--- src/rtl/reg_initiator_pkg.sv ---
// rtl/reg_initiator_pkg.sv - shared types and defaults for the register-port initiator
package reg_initiator_pkg;

    localparam int DEFAULT_DW = 16;
    localparam int GAP_CW     = 4;

    typedef enum logic [2:0] {
        ST_IDLE   = 3'd0,
        ST_WR_ACC = 3'd1,
        ST_RD_ACC = 3'd2,
        ST_RESP   = 3'd3,
        ST_GAP    = 3'd4
    } state_e;

endpackage

--- src/rtl/reg_initiator.sv ---
// rtl/reg_initiator.sv - single-beat read/write initiator for the sel/wr/wdata register port
// Optional write verify read-back: define REG_INITIATOR_VERIFY_EN.
module reg_initiator
    import reg_initiator_pkg::*;
#(
    parameter int DW  = DEFAULT_DW,
    parameter int GAP = 1
) (
    input  logic          clk,
    input  logic          rstn,
    input  logic          cmd_valid,
    output logic          cmd_ready,
    input  logic          cmd_wr,
    input  logic [DW-1:0] cmd_wdata,
    output logic          rsp_valid,
    input  logic          rsp_ready,
    output logic          rsp_wr,
    output logic [DW-1:0] rsp_rdata,
    output logic          rsp_err,
    output logic          sel,
    output logic          wr,
    output logic [DW-1:0] wdata,
    input  logic [DW-1:0] rdata
);

    state_e              state_q, state_d;
    logic [GAP_CW-1:0]   cnt_q, cnt_d;
    logic [DW-1:0]       data_q, data_d;
    logic                rsp_wr_q, rsp_wr_d;
    logic [DW-1:0]       rsp_rdata_q, rsp_rdata_d;
    logic                rsp_err_q, rsp_err_d;
    logic                cmd_ready_q, cmd_ready_d;
    logic                rsp_valid_q, rsp_valid_d;
    logic                sel_q, sel_d;
    logic                wr_q, wr_d;
    logic [DW-1:0]       wdata_q, wdata_d;

    always_comb begin
        state_d     = state_q;
        cnt_d       = cnt_q;
        data_d      = data_q;
        rsp_wr_d    = rsp_wr_q;
        rsp_rdata_d = rsp_rdata_q;
        rsp_err_d   = rsp_err_q;

        case (state_q)
            ST_IDLE: begin
                if (cmd_valid && cmd_ready_q) begin
                    data_d      = cmd_wr ? cmd_wdata : '0;
                    rsp_wr_d    = cmd_wr;
                    rsp_rdata_d = '0;
                    rsp_err_d   = 1'b0;
                    state_d     = cmd_wr ? ST_WR_ACC : ST_RD_ACC;
                end
            end
            ST_WR_ACC: begin
`ifdef REG_INITIATOR_VERIFY_EN
                state_d = ST_RD_ACC;
`else
                state_d = ST_RESP;
`endif
            end
            ST_RD_ACC: begin
                rsp_rdata_d = rdata;
`ifdef REG_INITIATOR_VERIFY_EN
                // Only a write's read-back can mismatch; plain reads never flag.
                rsp_err_d   = rsp_wr_q && (rdata != data_q);
`endif
                state_d     = ST_RESP;
            end
            ST_RESP: begin
                if (rsp_ready) begin
                    if (GAP > 0) begin
                        state_d = ST_GAP;
                        cnt_d   = GAP_CW'(GAP - 1);
                    end else begin
                        state_d = ST_IDLE;
                    end
                end
            end
            ST_GAP: begin
                if (cnt_q == '0) begin
                    state_d = ST_IDLE;
                end else begin
                    cnt_d = cnt_q - 1'b1;
                end
            end
            default: state_d = ST_IDLE;
        endcase

        // Outputs are registered versions of what the next state will drive.
        cmd_ready_d = (state_d == ST_IDLE);
        rsp_valid_d = (state_d == ST_RESP);
        sel_d       = (state_d == ST_WR_ACC) || (state_d == ST_RD_ACC);
        wr_d        = (state_d == ST_WR_ACC);
        wdata_d     = (state_d == ST_WR_ACC) ? data_d : '0;
    end

    always_ff @(posedge clk or negedge rstn) begin
        if (!rstn) begin
            state_q     <= ST_IDLE;
            cnt_q       <= '0;
            data_q      <= '0;
            rsp_wr_q    <= 1'b0;
            rsp_rdata_q <= '0;
            rsp_err_q   <= 1'b0;
            cmd_ready_q <= 1'b0;
            rsp_valid_q <= 1'b0;
            sel_q       <= 1'b0;
            wr_q        <= 1'b0;
            wdata_q     <= '0;
        end else begin
            state_q     <= state_d;
            cnt_q       <= cnt_d;
            data_q      <= data_d;
            rsp_wr_q    <= rsp_wr_d;
            rsp_rdata_q <= rsp_rdata_d;
            rsp_err_q   <= rsp_err_d;
            cmd_ready_q <= cmd_ready_d;
            rsp_valid_q <= rsp_valid_d;
            sel_q       <= sel_d;
            wr_q        <= wr_d;
            wdata_q     <= wdata_d;
        end
    end

    assign cmd_ready = cmd_ready_q;
    assign rsp_valid = rsp_valid_q;
    assign rsp_wr    = rsp_wr_q;
    assign rsp_rdata = rsp_rdata_q;
    assign rsp_err   = rsp_err_q;
    assign sel       = sel_q;
    assign wr        = wr_q;
    assign wdata     = wdata_q;

endmodule

--- config.mk ---
export PLATFORM = sky130hd
export DESIGN_NAME = reg_initiator
export DESIGN_NICKNAME = d
export VERILOG_FILES = /design/src/rtl/reg_initiator_pkg.sv /design/src/rtl/reg_initiator.sv
export SDC_FILE = /design/constraint.sdc
export NUM_CORES = 1
export LEC_CHECK = 0
export ABC_AREA = 1
export CAP_MARGIN = 20
export CORE_MARGIN = 2
export CORE_UTILIZATION = 45
export CTS_CLUSTER_SIZE = 28
export DETAILED_ROUTE_END_ITERATION = 6
export MAX_ROUTING_LAYER = met4
export PLACE_DENSITY = 0.83
export SLEW_MARGIN = 5
export SYNTH_ARGS = -nofsm -noshare
export SYNTH_HDL_FRONTEND = slang
export SYNTH_SLANG_ARGS = --single-unit
--- constraint.sdc ---
create_clock -name clk -period 3 [get_ports clk]
set_clock_uncertainty 0.2 [all_clocks]
set_input_delay 0.3 -clock clk [delete_from_list [all_inputs] [get_ports clk]]
set_output_delay 0.3 -clock clk [all_outputs]
set_load 0.01 [all_outputs]
==> results.sh <==
export IMPL_run_status="finished clean"
export IMPL_setup_worst_path_end_class="flop"
export IMPL_post_synth_mux_area_share_pct=0
export IMPL_most_used_standard_cell_by_instance_count_after_synthesis="sky130_fd_sc_hd__nand2_1"
export IMPL_simple_gate_share_of_the_synthesized_area_pct=27.3
export IMPL_dr_pass1_iters=6
export IMPL_hold_class="flop to flop"
export IMPL_route_detailed_drc=0
export IMPL_cp_arrival_ns=1.75
export IMPL_critical_path_max_stage_delay_ns=0.41
export IMPL_synth_top_family_by_area="simple AND/OR/NAND/NOR gates"
export IMPL_rsz_0062_raised_after_global_routing="no"
export IMPL_cell_count_after_synthesis=188
export IMPL_ys_dominant_reg_cell="sky130_fd_sc_hd__dfrtp_1"
export IMPL_ant_nets=0
export IMPL_synth_adder_area_share_pct=0.688
export IMPL_global_route_wire_length_before_repair_um=6030
export IMPL_yosysSeqAreaShare_pct=60.6
export IMPL_via_count=1428
export IMPL_mappedNetlistArea_um2=1820
export IMPL_antenna_found_initial=0
export IMPL_row_count=23
export IMPL_worst_path_dominant_cell_family="simple AND/OR/NAND/NOR gates"
export IMPL_report_final_hold_viol_count=0
export IMPL_globalplace_congestion=0.729
export IMPL_synth_edff_count=0
export IMPL_ctsLongestPathBuffers=2
export IMPL_grt_max_degree=45
export IMPL_finalCritPeriodShare_pct=57.4
export IMPL_hold_worst_slack_ns=0.299
export IMPL_fmaxAchievable_ghz=0.581
export IMPL_cts_max_level=2
export IMPL_beginning_of_the_worst_register_to_register_path="state_q[2]"
export IMPL_synth_yosys_warnings=0
export IMPL_routed_length_per_instance_um=11.7
export IMPL_design_die_area_um2=4560
export IMPL_worstMarginPinSlew_ns=0.949
export IMPL_worst_ir_drop_vdd_mv=0.379
export IMPL_drive_above_1_share_pct=9.16
export IMPL_setup_worst_path_class="flop to flop"
export IMPL_detailedRoute_firstIterationViolations=74
export IMPL_worst_endpoint_required_ns=3.03
export IMPL_gr_total_overflow=0
export IMPL_worst_r2r_path_depth=5
export IMPL_power_leakage_nw=1.39
export IMPL_timing_max_cap_violations=0
export IMPL_holdPathStages=1
export IMPL_worst_r2r_endpoint="rsp_rdata[2]"
export IMPL_placement_io_buffers=73
export IMPL_die_h_um=67.6
export IMPL_gr_usage_all_layers_pct=18.3
export IMPL_netlist_cell_type_count=19
export IMPL_finalSetupTns_ns=0
export IMPL_synth_area_leaders="sky130_fd_sc_hd__dfrtp_1 61%, sky130_fd_sc_hd__nand2_1 9.9%, sky130_fd_sc_hd__inv_1 5.6%"
export IMPL_route_final_wire_length_um=3640
export IMPL_final_min_clock_period_ns=1.72
export IMPL_cts_root_buffer="sky130_fd_sc_hd__clkbuf_8"
export IMPL_postSynthRegisterBits=44
export IMPL_synthArstFlopShare_pct=100
export IMPL_crit_chain="inv_2, nand3_2, inv_2, nand2_1, nand2_1"
export IMPL_synth_compound_area_share_pct=1.10
export IMPL_antenna_cells=0
export IMPL_crit_path_max_fanout=17
export IMPL_mappedNetlistNets=226
export IMPL_yosys_top_cells_count="48 x sky130_fd_sc_hd__nand2_1, 44 x sky130_fd_sc_hd__dfrtp_1, 27 x sky130_fd_sc_hd__inv_1"
export IMPL_i_o_pin_count=75
export IMPL_first_global_vias=1427
export IMPL_design_final_nets=300
export IMPL_area_growth_pct=44.3
export IMPL_place_hpwl_um=2650
export IMPL_synth_avg_cell_area_um2=9.67
export IMPL_post_cts_setup_repair_bufs=0
export IMPL_fp_coreArea_um2=3940
export IMPL_powerDensity_nw_per_um2=759
export IMPL_cts_tree="built"
export IMPL_timing_reg2reg_setup_slack_ns=1.28
export IMPL_cts_made_buffers=5
export IMPL_synth_xor_area_share_pct=0
export IMPL_path_buf_inv=2
export IMPL_worst_hold_path_endpoint="cnt_q[0]"
export IMPL_clock_latency_ns=0.28
export IMPL_detail_route_vias_per_cell=4.58
export IMPL_finalMaxSlewViolations=0
export IMPL_startpoint_type="flop"
export IMPL_worst_hold_startpoint="cnt_q[0]"
export IMPL_timing_final_setup_violations=0
export IMPL_start_util_pct=46.1
export IMPL_floorplan_die_width_um=67.6
export IMPL_clock_sinks=44
export IMPL_yosys_area_top_type_share_pct=60.6
export IMPL_relSlewSlack_pct=36.7
export IMPL_cts_clock_pin_slew_for_the_worst_setup_and_hold_paths_ns=0.07
export IMPL_crit_path_top_delay_cell="sky130_fd_sc_hd__dfrtp_1"
export IMPL_yosysTopAreaCell="sky130_fd_sc_hd__dfrtp_1"
-- worst max-delay path by stage --
stage                           from             to  slack [ns]  cells past startpoint
after floorplan             cnt_q[0]       cnt_q[2]        1.67                      7
after global placement     cmd_valid      cmd_ready        1.22                      6
after detailed placement   cmd_valid      cmd_ready        1.19                      6
after CTS                 state_q[2]   rsp_rdata[2]        1.26                      5
after global routing      state_q[2]  rsp_rdata[13]        1.12                      5
final                     state_q[2]   rsp_rdata[2]        1.28                      5
-- power by group --
| group | switching, mW | total (mW) | internal (mW) |
|---|---|---|---|
| logic | 0.416 | 0.809 | 0.393 |
| registers | 0.0961 | 0.848 | 0.751 |
| clock network | 0.175 | 0.333 | 0.158 |
-- per-stage QoR --
step / total power, mW / instances / setup slack (ns) / utilization, % / area (um^2)
floorplan: 1.31 / 188 / 1.67 / - / 1820
global placement: 1.65 / 304 / 1.22 / 64.3 / 2530
detailed placement: 1.68 / 304 / 1.19 / 64.3 / 2530
CTS: 2.02 / 312 / 1.26 / 66.5 / 2620
global route: 2.15 / 312 / 1.12 / 66.5 / 2620
finish: 1.99 / 312 / 1.28 / 66.5 / 2620
-- cell type report --
type	instances	area, um^2
Clock inverter	1	5.00
Timing Repair Buffer	74	736
Sequential cell	44	1100
Clock buffer	6	72.6
Inverter	30	113
Multi-Input combinational cell	107	533
Fill cell	327	1320
Tap cell	50	62.6
-- layer usage --
layer / global-route usage [%] / vias up / routed length [um] / share of wire [%]
met5: - / - / 0 / 0
met4: 4.85 / 0 / 27 / 0.74
met3: 7.33 / 4 / 332 / 9.1
met2: 31.4 / 57 / 1800 / 49
met1: 19.6 / 660 / 1480 / 41
li1: - / 707 / - / -
-- placed cells by master (no fill, tap or decap) --
cell and n:
sky130_fd_sc_hd__o21ai_0 2, sky130_fd_sc_hd__nor2_2 2, sky130_fd_sc_hd__inv_1 27, sky130_fd_sc_hd__nand2_2 1, sky130_fd_sc_hd__nand2_4 3, sky130_fd_sc_hd__a21oi_1 1, sky130_fd_sc_hd__clkinv_2 1, sky130_fd_sc_hd__inv_2 3
sky130_fd_sc_hd__conb_1 1, sky130_fd_sc_hd__nand4_4 1, sky130_fd_sc_hd__buf_2 1, sky130_fd_sc_hd__o21ai_1 1, sky130_fd_sc_hd__clkdlybuf4s50_1 72, sky130_fd_sc_hd__nor2_1 19, sky130_fd_sc_hd__clkbuf_8 5, sky130_fd_sc_hd__nand4_1 1
sky130_fd_sc_hd__ha_1 1, sky130_fd_sc_hd__dfrtp_1 44, sky130_fd_sc_hd__nand3_2 7, sky130_fd_sc_hd__nand2_1 48, sky130_fd_sc_hd__clkbuf_1 1, sky130_fd_sc_hd__nand3_1 19, sky130_fd_sc_hd__dlygate4sd3_1 1
-- sequential cells by signal, summed over array words and instances (netlist names) --
| register | flops |
|---|---|
| state_q | 3 |
| sel | 1 |
| rsp_valid | 1 |
| rsp_wr | 1 |
| cnt_q | 4 |
| wr | 1 |
| rsp_rdata | 16 |
| cmd_ready | 1 |
| wdata | 16 |
-- cells by family after synthesis --
| kind of cell | count (synthesis) |
|---|---|
| compound gates | 4 |
| buf+inv | 37 |
| flops | 44 |
| simple gates | 101 |
| other cells | 1 |
| fa+ha+maj | 1 |
-- repair_timing --
item                                    4_1_cts  5_1_grt
endpoints found under the setup margin        0        0
gates resized for setup                       0        0
endpoints found under the hold margin        44        0
hold buffers                                  1        0
(Power assumes the default switching activity.)
